--- config.mk ---
export PLATFORM = sky130hd
export DESIGN_NAME = id_ex_stage
export DESIGN_NICKNAME = d
export VERILOG_FILES = /design/src/rtl/riscv_pkg.sv /design/src/rtl/alu_decoder.sv /design/src/rtl/id_ex_stage.sv
export SDC_FILE = /design/constraint.sdc
export NUM_CORES = 1
export LEC_CHECK = 0
export ABC_AREA = 0
export CAP_MARGIN = 20
export CORE_AREA = 4 4 146 148
export CTS_BUF_LIST = sky130_fd_sc_hd__clkbuf_2
export DETAILED_ROUTE_END_ITERATION = 12
export DIE_AREA = 0 0 150 152
export GPL_ROUTABILITY_DRIVEN = 0
export PLACE_DENSITY = 0.84
export RECOVER_POWER = 100
export SLEW_MARGIN = 20
export SYNTH_ARGS = -nofsm -noshare
export SYNTH_HDL_FRONTEND = slang
export SYNTH_SLANG_ARGS = --single-unit
--- constraint.sdc ---
create_clock -name CLK -period 6.6 [get_ports CLK]
set_input_delay 1.65 -clock CLK [delete_from_list [all_inputs] [get_ports CLK]]
set_output_delay 1.65 -clock CLK [all_outputs]
set_load 0.02 [all_outputs]
--- src/rtl/riscv_pkg.sv ---
// Shared RISC-V constants: opcodes, ALU control codes and the datapath width.
// The ALU imports the same codes, so both ends of the interface always agree.
package riscv_pkg;

  localparam int TAMANYO = 32;

  localparam logic [6:0] OPC_OP     = 7'b0110011;
  localparam logic [6:0] OPC_OP_IMM = 7'b0010011;
  localparam logic [6:0] OPC_LOAD   = 7'b0000011;
  localparam logic [6:0] OPC_STORE  = 7'b0100011;
  localparam logic [6:0] OPC_BRANCH = 7'b1100011;
  localparam logic [6:0] OPC_JAL    = 7'b1101111;
  localparam logic [6:0] OPC_JALR   = 7'b1100111;
  localparam logic [6:0] OPC_AUIPC  = 7'b0010111;
  localparam logic [6:0] OPC_LUI    = 7'b0110111;

  localparam logic [4:0] ALU_ADD  = 5'b00000;
  localparam logic [4:0] ALU_SUB  = 5'b00010;
  localparam logic [4:0] ALU_SLL  = 5'b00100;
  localparam logic [4:0] ALU_SLT  = 5'b01000;
  localparam logic [4:0] ALU_SLTU = 5'b01100;
  localparam logic [4:0] ALU_XOR  = 5'b10000;
  localparam logic [4:0] ALU_SRL  = 5'b10100;
  localparam logic [4:0] ALU_SRA  = 5'b10110;
  localparam logic [4:0] ALU_OR   = 5'b11000;
  localparam logic [4:0] ALU_AND  = 5'b11100;
  localparam logic [4:0] ALU_BGE  = 5'b11010;
  localparam logic [4:0] ALU_BGEU = 5'b11110;
  localparam logic [4:0] ALU_LUI  = 5'b11111;

  typedef enum logic [1:0] {A_RS1, A_PC, A_ZERO} a_sel_e;
  typedef enum logic [1:0] {B_RS2, B_IMM, B_FOUR} b_sel_e;

  typedef struct packed {
    logic regwrite;
    logic memread;
    logic memwrite;
    logic branch;
  } ex_ctrl_t;

  // A later stage supplies a register value only if it writes a non-x0 destination matching rs.
  function automatic logic fwd_hit(input logic [4:0] src_rd, input logic src_we, input logic [4:0] rs);
    return src_we && (src_rd != 5'd0) && (src_rd == rs);
  endfunction

endpackage

--- src/rtl/alu_decoder.sv ---
// Combinational decode of opcode/funct3/funct7[5] into the ALU control code.
// known_op is low for opcodes this core does not implement.
module alu_decoder
  import riscv_pkg::*;
(
  input  logic [6:0] opcode,
  input  logic [2:0] funct3,
  input  logic       funct7_5,
  output logic [4:0] alu_control,
  output logic       known_op
);

  // For I-type, funct7[5] is an immediate bit except on shifts, so ADDI never becomes SUB.
  always_comb begin
    alu_control = ALU_ADD;
    known_op    = 1'b1;
    case (opcode)
      OPC_OP, OPC_OP_IMM: begin
        case (funct3)
          3'b000:  alu_control = (opcode == OPC_OP && funct7_5) ? ALU_SUB : ALU_ADD;
          3'b001:  alu_control = ALU_SLL;
          3'b010:  alu_control = ALU_SLT;
          3'b011:  alu_control = ALU_SLTU;
          3'b100:  alu_control = ALU_XOR;
          3'b101:  alu_control = funct7_5 ? ALU_SRA : ALU_SRL;
          3'b110:  alu_control = ALU_OR;
          default: alu_control = ALU_AND;
        endcase
      end
      OPC_BRANCH: begin
        case (funct3)
          3'b000, 3'b001: alu_control = ALU_SUB;
          3'b100:         alu_control = ALU_SLT;
          3'b101:         alu_control = ALU_BGE;
          3'b110:         alu_control = ALU_SLTU;
          3'b111:         alu_control = ALU_BGEU;
          default:        alu_control = ALU_ADD;
        endcase
      end
      OPC_LOAD, OPC_STORE, OPC_JAL, OPC_JALR, OPC_AUIPC: alu_control = ALU_ADD;
      OPC_LUI: alu_control = ALU_LUI;
      default: known_op = 1'b0;
    endcase
  end

endmodule

--- src/rtl/id_ex_stage.sv ---
// ID/EX pipeline register with operand forwarding, operand selection and
// load-use hazard detection; A/B/ALU_control feed the ALU directly.
module id_ex_stage
  import riscv_pkg::*;
#(
  parameter int tamanyo = TAMANYO
) (
  input  logic               CLK,
  input  logic               RSTa,
  input  logic               id_valid,
  input  logic [tamanyo-1:0] id_pc,
  input  logic [tamanyo-1:0] id_rs1_data,
  input  logic [tamanyo-1:0] id_rs2_data,
  input  logic [tamanyo-1:0] id_imm,
  input  logic [4:0]         id_rs1,
  input  logic [4:0]         id_rs2,
  input  logic [4:0]         id_rd,
  input  logic [6:0]         id_opcode,
  input  logic [2:0]         id_funct3,
  input  logic               id_funct7_5,
  input  logic [4:0]         exmem_rd,
  input  logic               exmem_regwrite,
  input  logic [tamanyo-1:0] exmem_result,
  input  logic [4:0]         memwb_rd,
  input  logic               memwb_regwrite,
  input  logic [tamanyo-1:0] memwb_result,
  input  logic               stall,
  input  logic               flush,
  output logic [tamanyo-1:0] A,
  output logic [tamanyo-1:0] B,
  output logic [4:0]         ALU_control,
  output logic               ex_valid,
  output logic [4:0]         ex_rd,
  output logic               ex_regwrite,
  output logic               ex_memread,
  output logic               ex_memwrite,
  output logic               ex_branch,
  output logic [2:0]         ex_funct3,
  output logic [tamanyo-1:0] ex_pc,
  output logic [tamanyo-1:0] ex_store_data,
  output logic               load_use_hazard
);

  typedef struct packed {
    logic               valid;
    ex_ctrl_t           ctrl;
    logic [4:0]         alu_control;
    a_sel_e             a_sel;
    b_sel_e             b_sel;
    logic [tamanyo-1:0] pc;
    logic [tamanyo-1:0] rs1_data;
    logic [tamanyo-1:0] rs2_data;
    logic [tamanyo-1:0] imm;
    logic [4:0]         rs1;
    logic [4:0]         rs2;
    logic [4:0]         rd;
    logic [2:0]         funct3;
  } stage_t;

  stage_t             stage_d;
  stage_t             stage_q;
  logic [4:0]         dec_alu;
  logic               dec_known;
  logic [tamanyo-1:0] rs1_fwd;
  logic [tamanyo-1:0] rs2_fwd;

  alu_decoder u_alu_decoder (
    .opcode      (id_opcode),
    .funct3      (id_funct3),
    .funct7_5    (id_funct7_5),
    .alu_control (dec_alu),
    .known_op    (dec_known)
  );

  always_comb begin
    stage_d               = '0;
    stage_d.valid         = 1'b1;
    stage_d.alu_control   = dec_alu;
    stage_d.pc            = id_pc;
    stage_d.rs1_data      = id_rs1_data;
    stage_d.rs2_data      = id_rs2_data;
    stage_d.imm           = id_imm;
    stage_d.rs1           = id_rs1;
    stage_d.rs2           = id_rs2;
    stage_d.rd            = id_rd;
    stage_d.funct3        = id_funct3;
    stage_d.ctrl.regwrite = dec_known && (id_opcode != OPC_STORE) && (id_opcode != OPC_BRANCH);
    stage_d.ctrl.memread  = (id_opcode == OPC_LOAD);
    stage_d.ctrl.memwrite = (id_opcode == OPC_STORE);
    stage_d.ctrl.branch   = (id_opcode == OPC_BRANCH);
    case (id_opcode)
      OPC_AUIPC, OPC_JAL: stage_d.a_sel = A_PC;
      OPC_LUI:            stage_d.a_sel = A_ZERO;
      default:            stage_d.a_sel = A_RS1;
    endcase
    case (id_opcode)
      OPC_OP_IMM, OPC_LOAD, OPC_STORE, OPC_LUI, OPC_AUIPC: stage_d.b_sel = B_IMM;
      OPC_JAL, OPC_JALR:                                   stage_d.b_sel = B_FOUR;
      default:                                             stage_d.b_sel = B_RS2;
    endcase
  end

  // Bubbles clear the whole register, so stale operands never reach the ALU.
  always_ff @(posedge CLK) begin
    if (RSTa || flush || (!stall && !id_valid)) begin
      stage_q <= '0;
    end else if (!stall) begin
      stage_q <= stage_d;
    end
  end

  // Forwarding stays live during a stall so a held instruction picks up late results.
  always_comb begin
    rs1_fwd = stage_q.rs1_data;
    if (fwd_hit(exmem_rd, exmem_regwrite, stage_q.rs1)) begin
      rs1_fwd = exmem_result;
    end else if (fwd_hit(memwb_rd, memwb_regwrite, stage_q.rs1)) begin
      rs1_fwd = memwb_result;
    end
    rs2_fwd = stage_q.rs2_data;
    if (fwd_hit(exmem_rd, exmem_regwrite, stage_q.rs2)) begin
      rs2_fwd = exmem_result;
    end else if (fwd_hit(memwb_rd, memwb_regwrite, stage_q.rs2)) begin
      rs2_fwd = memwb_result;
    end
    case (stage_q.a_sel)
      A_PC:    A = stage_q.pc;
      A_ZERO:  A = '0;
      default: A = rs1_fwd;
    endcase
    case (stage_q.b_sel)
      B_IMM:   B = stage_q.imm;
      B_FOUR:  B = tamanyo'(4);
      default: B = rs2_fwd;
    endcase
  end

  assign ALU_control   = stage_q.alu_control;
  assign ex_valid      = stage_q.valid;
  assign ex_rd         = stage_q.rd;
  assign ex_regwrite   = stage_q.ctrl.regwrite;
  assign ex_memread    = stage_q.ctrl.memread;
  assign ex_memwrite   = stage_q.ctrl.memwrite;
  assign ex_branch     = stage_q.ctrl.branch;
  assign ex_funct3     = stage_q.funct3;
  assign ex_pc         = stage_q.pc;
  assign ex_store_data = rs2_fwd;

  assign load_use_hazard = stage_q.valid && stage_q.ctrl.memread && (stage_q.rd != 5'd0) &&
                           id_valid && ((stage_q.rd == id_rs1) || (stage_q.rd == id_rs2));

endmodule

==> flow_summary.toml, run 1 <==
[logic_synthesis]
syn_nets = 1281
synth_enable_flop_cells = 0
ys_types = 45
yosysSeqAreaShare = 0.3584
syn_area_per_cell_um2 = 8.569
synth_area_leaders = "dfxtp_1 (36%), mux2i_1 (20%), nor2_1 (8.1%)"
ys.flop_type = "dfxtp_1"
yosysWarningCount = 0
yosysTopAreaCell = "dfxtp_1"
synth-seq-cells = 160
yosys.area.top_type_share = 0.3584
synthesis.instances = 1043
async_reset_ff_frac = 0
syn_area_um2 = 8937

[sta]
fmax_ghz = 0.1573
maxSlewViolCount = 275
rsz0062_at_grt = "false"
worstMarginPinSlew_ns = 3.986
hold_viol = 0
relSlewSlack = -1.657
setup_viol = 0
fin_crit_ns = 6.358
fin_tns_setup_ns = 0
final.period_utilization = 0.9634
finClkSkew_ns = 0

[worst_setup_path]
crit_arrival_ns = 4.71
crit_family = "buffers and inverters"
worstPathCellList = "clkdlybuf4s50_1 -> or4_4 -> o211ai_1 -> nor2_4 -> and3b_1 -> a211oi_1 -> dlygate4sd3_1"
cp.depth = 7
critPathRequiredTime_ns = 4.95
ff2ff_path_depth = 2
start_kind = "primary input"
end_kind = "primary output"
path_buf_inv = 2
slowest_delay_ns = 0.72
slowest_stage = "dlygate4sd3_1"
cp_max_fo = 33
reg2reg_slack_ns = 5.75
crit_start = "exmem_rd[1]"
rr_endpoint = "stage_q[9]"
worstReg2RegStart = "stage_q[9]"
critical_path.endpoint = "B[2]"
crit_type = "primary input to primary output"

[clock_network]
worstSkewPairLatency_ns = 0.69
cts-root-buf = "clkbuf_2"
clkTransAtPathRegs_ns = 0.24
cts_tree = "yes"
cts_made_buffers = 17
cts_resized = 0
htreeDepth = 4
cts_buffer_depth = 2
post-cts-setup-buffer-count = 0
clock_sinks = 160
hold_buffers = 0

[placement]
hpwl_mm = 24.99
numPortBuffers = 381
postPlaceCellArea_um2 = 12560
dp.cells = 1580

[flow_run]
max-cap-violations = 4

[pwr]
switchingPower_mw = 0.6353
power_frac_clock = 0.280
power.density_nw_per_um2 = 161.9
ir_drop_mv = 0.1010
seqPwrFrac = 0.490
switching_share = 0.3072
leakage_nw = 5.357
combPwrFrac = 0.230
internal_power_mw = 1.433

[cells_and_area]
final_common_cell = "clkdlybuf4s50_1"
n_fill_cell = 1740
seq_area_um2 = 3203
syn_to_final_growth_pct = 42.95
multi_input_area_um2 = 4923
layout-drive-gt1-share = 0.04545
fin_area_um2 = 12780
final_cells = 1613
final_nets = 1567
mostFrequentLayoutCells = "clkdlybuf4s50_1 (234), nor2_1 (193), mux2i_1 (178)"

[floorplanning]
std_cell_rows = 52
die_h_um = 152
initial_core_util = 0.4460
top_level_ports = 382
die_x_um = 150
dieArea_um2 = 22800
core_area_um2 = 20040

[route]
drt_first_pass_iters = 5
routed_wl_mm = 34.04
drt_iter0_markers = 633
wl_per_cell_um = 21.10
via_count = 9032
drtAntennaViolNets = 0
vias_per_cell = 5.600
drc = 0

[outcome]
violations = "max-capacitance violations, max-slew violations"
status = "finished with violations"

[grt]
grt_remaining_overflow = 0
grt_max_degree = 91
globalRouteTotalUtil = 0.2860
grt_pass1_wl_mm = 51.37
grt_antenna_before_repair = 2
grt_pass1_vias = 9123

[min_path]
hold_class = "register to register"
hold_start = "ex_valid"
[worst min path at each step]
stage               cells after the start  slack, ns      endpoint
floorplan                               2       0.45  stage_q[149]
global placement                        2       0.46  stage_q[149]
detailed placement                      2       0.46      ex_valid
CTS                                     2       0.49  stage_q[149]
global route                            2       0.52  stage_q[149]
finish                                  2       0.49      ex_valid
[per-stage QoR]
stage          hold slack, ns  utilization  power (mW)  worst slack, ns
2_1_floorplan          0.4453            -       1.245            1.617
3_3_place_gp           0.4557       0.6269       1.504           0.3139
4_1_cts                0.4886       0.6392       2.090           0.2945
3_5_place_dp           0.4628       0.6269       1.510           0.3049
6_report               0.4861       0.6376       2.068           0.2417
5_1_grt                0.5176       0.6376       2.151           0.1431
[synth_stat cells (2+ instances only)]
master and instances:
o21ai_0 72, dfxtp_1 160, xnor2_1 23, o211ai_1 32, buf_4 52, nand4_1 2, a32oi_1 32, o21a_1 31
and3_1 2, nor3b_1 3, nor3_1 7, buf_6 4, nand2b_1 3, nand2_1 11, or4_4 2, buf_1 10
nor2_1 194, clkbuf_2 3, inv_1 36, mux2i_1 178, nor2b_1 7, a22oi_1 5, buf_2 12, clkbuf_1 49
ha_1 3, xor2_1 6, and3b_1 2, a21oi_1 46, a22o_1 31, a211oi_1 4, nand3_1 7
[cells by family (layout without fill, tap and decap cells)]
| kind of cell | Yosys count | in the layout | synth area share |
|---|---|---|---|
| compound gates | 260 | 260 | 0.1961 |
| simple gates | 247 | 247 | 0.1165 |
| mux | 178 | 178 | 0.1994 |
| buf+inv | 166 | 465 | 0.09702 |
| flops | 160 | 160 | 0.3584 |
| xor+xnor | 29 | 29 | 0.02842 |
| fa+ha+maj | 3 | 3 | 0.004200 |
| other cells | 0 | 1 | 0 |
[per-layer routing]
layer	global-route usage	up-vias	wire [um]
met3	0.07328	82	2752
met1	0.3555	4290	13790
met2	0.4650	449	16260
met4	0.1272	2	1217
li1	-	4209	-
met5	0	-	20
[state kept, by name (all words and copies together) (netlist names)]
signal       cells
ex_pc           32
ex_memwrite      1
ex_branch        1
stage_q        110
ex_memread       1
ex_valid         1
ex_regwrite      1
ex_rd            5
ex_funct3        3
ALU_control      5
[worst min-delay path, delay by kind of cell, from the launching register on]
kind	cells	cell delay, ns
AOI/OAI and AO/OA	1	0.05
buffers and inverters	1	0.05
DFF	1	0.38
[area by class of cell]
| cell class | count | share of cell area |
|---|---|---|
| Clock inverter | 14 | 0.01234 |
| Antenna cell | 1 | 0.0001959 |
| Tap cell | 270 | 0.02644 |
| Inverter | 36 | 0.01058 |
| Timing Repair Buffer | 397 | 0.3073 |
| Sequential cell | 160 | 0.2507 |
| Clock buffer | 18 | 0.007051 |
| Multi-Input combinational cell | 717 | 0.3854 |
[power groups by stage]
stage / combinational, mW / sequential [mW] / clock, mW
3_5_place_dp: 0.480 / 1.03 / 0
6_report: 0.477 / 1.01 / 0.579
4_1_cts: 0.483 / 1.01 / 0.594
2_1_floorplan: 0.221 / 1.02 / 0
5_1_grt: 0.506 / 1.02 / 0.629
3_3_place_gp: 0.475 / 1.03 / 0
Power figures use the tool's default switching activity.
==> run 2: changes to the inputs <==
--- a/config.mk
+++ b/config.mk
@@ -7,10 +7,10 @@
 export LEC_CHECK = 0
 export ABC_AREA = 0
 export CAP_MARGIN = 20
-export CORE_AREA = 4 4 146 148
+export CORE_AREA = 5 5 147 149
 export CTS_BUF_LIST = sky130_fd_sc_hd__clkbuf_2
 export DETAILED_ROUTE_END_ITERATION = 12
-export DIE_AREA = 0 0 150 152
+export DIE_AREA = 0 0 152 154
 export GPL_ROUTABILITY_DRIVEN = 0
 export PLACE_DENSITY = 0.84
 export RECOVER_POWER = 100
==> run 2 against run 1 <==
Compared with the run above: the flow still finishes with violations (max-capacitance violations, max-slew violations); flip-flop and latch count unchanged; first-iteration DRC count up 11%; global-route usage up 0.25 points; clock power down 5.0%; total power down 1.0%; cell count about the same; maximum frequency down 1.3%; non-clock buffer count down 1; utilization down 0.087 points; largest cell class unchanged.
==> flow_summary.toml, run 2 (synthesized netlist as in run 1, its figures left out) <==
[sta]
fin_tns_setup_ns = 0
final.period_utilization = 0.9763
relSlewSlack = -1.328
fmax_ghz = 0.1552
whs_ns = 0.4835
setup_viol = 0
finClkSkew_ns = 0
rsz0062_at_grt = "false"
hold_viol = 0
maxSlewViolCount = 149
worstMarginPinSlew_ns = 3.492
fin_crit_ns = 6.443

[placement]
numPortBuffers = 381
postPlaceCellArea_um2 = 12570
hpwl_mm = 26.29

[route]
drc = 0
wl_per_cell_um = 22.02
drt_iter0_markers = 704
vias_per_cell = 5.628
drtAntennaViolNets = 0
drt_first_pass_iters = 5
routed_wl_mm = 35.49
via_count = 9072

[pwr]
power.density_nw_per_um2 = 160.4
total_power_mw = 2.047
ir_drop_mv = 0.08457
leakage_nw = 5.273

[cells_and_area]
largest_register_ffs = 110
final_common_cell = "clkdlybuf4s50_1"
mostFrequentLayoutCells = "clkdlybuf4s50_1 (262), nor2_1 (193), mux2i_1 (178)"
layout-drive-gt1-share = 0.04176
final_nets = 1566
n_fill_cell = 1754
syn_to_final_growth_pct = 42.76
regMostFlops = "stage_q"
fin_area_um2 = 12760

[flow_run]
max-cap-violations = 2

[worst_setup_path]
end_kind = "primary output"
cp_max_fo = 17
critPathRequiredTime_ns = 4.95
start_kind = "primary input"
crit_arrival_ns = 4.79
crit_type = "primary input to primary output"

[clock_network]
worstSkewPairLatency_ns = 0.72
hold_buffers = 0
cts_buffer_depth = 2
cts_made_buffers = 17
clock_sinks = 160
cts-root-buf = "clkbuf_2"
clkTransAtPathRegs_ns = 0.21
cts_resized = 0
cts_tree = "yes"
post-cts-setup-buffer-count = 0
htreeDepth = 4

[floorplanning]
top_level_ports = 382
std_cell_rows = 52
core_area_um2 = 20040
die_h_um = 154
initial_core_util = 0.4460
die_x_um = 152
dieArea_um2 = 23410

[grt]
globalRouteTotalUtil = 0.2885
grt_antenna_before_repair = 1
grt_max_degree = 114
grt_pass1_wl_mm = 53.27
grt_pass1_vias = 9024
grt_remaining_overflow = 0

[min_path]
hold_class = "register to register"

[outcome]
status = "finished with violations"
violations = "max-capacitance violations, max-slew violations"
-- run 2: changes by cell type in the layout (fill, tap and decap cells not counted) --
cell,before,now
dlygate4sd3_1,146,118
or2_0,0,1
clkdlybuf4s50_1,234,262
clkbuf_2,22,24
clkinv_4,3,4
clkbuf_1,2,1
inv_8,2,0
or2_2,2,1
buf_4,10,6
clkinv_1,1,5
buf_12,1,2
clkinvlp_4,3,1
-- run 2: path summary, 6_finish.rpt --
path / startpoint / endpoint / slack, ns / depth (start not counted)
setup / recovery: memwb_rd[0] / B[19] / 0.16 / 8
hold / removal: ALU_control[0] / ALU_control[0] / 0.48 / 2
setup reg to reg: stage_q[8] / stage_q[8] / 5.78 / 2
hold reg to reg: ALU_control[0] / ALU_control[0] / 0.48 / 2
-- run 2: metrics by stage --
step	setup slack (ns)	utilization	cells
floorplan	1.617	-	1043
global placement	0.4529	0.6271	1579
detailed placement	0.3860	0.6271	1579
CTS	0.3580	0.6385	1611
global route	0.07895	0.6367	1612
finish	0.1566	0.6367	1612
-- run 2: worst max-delay path: stages --
cell and delay, ns:
clkdlybuf4s50_1 0.55, xnor2_1 0.16, nand3_1 0.16, a211oi_4 0.39
clkbuf_2 0.60, mux2i_1 0.43, o21ai_0 0.14, dlygate4sd3_1 0.69
-- run 2: final cells by class --
type	instances	area, um2	share of cell area
Inverter	36	135.1	0.01059
Clock inverter	15	143.9	0.01128
Clock buffer	17	85.08	0.006669
Timing Repair Buffer	396	3928	0.3078
Tap cell	270	337.8	0.02648
Multi-Input combinational cell	717	4923	0.3859
Antenna cell	1	2.502	0.0001961
Sequential cell	160	3203	0.2511
-- run 2: power by group --
group,leakage [nW],switching (mW),internal [mW]
Sequential,1.30,0.0185,0.994
Clock,0.136,0.378,0.172
Combinational,3.84,0.224,0.260
Total,5.27,0.621,1.43
-- run 2: routing by layer --
| metal | track usage | up-vias | routed length (um) |
|---|---|---|---|
| met2 | 0.4814 | 477 | 16830 |
| met3 | 0.07420 | 86 | 2840 |
| li1 | - | 4210 | - |
| met4 | 0.1203 | 0 | 1375 |
| met5 | 0 | - | 0 |
| met1 | 0.3550 | 4299 | 14450 |
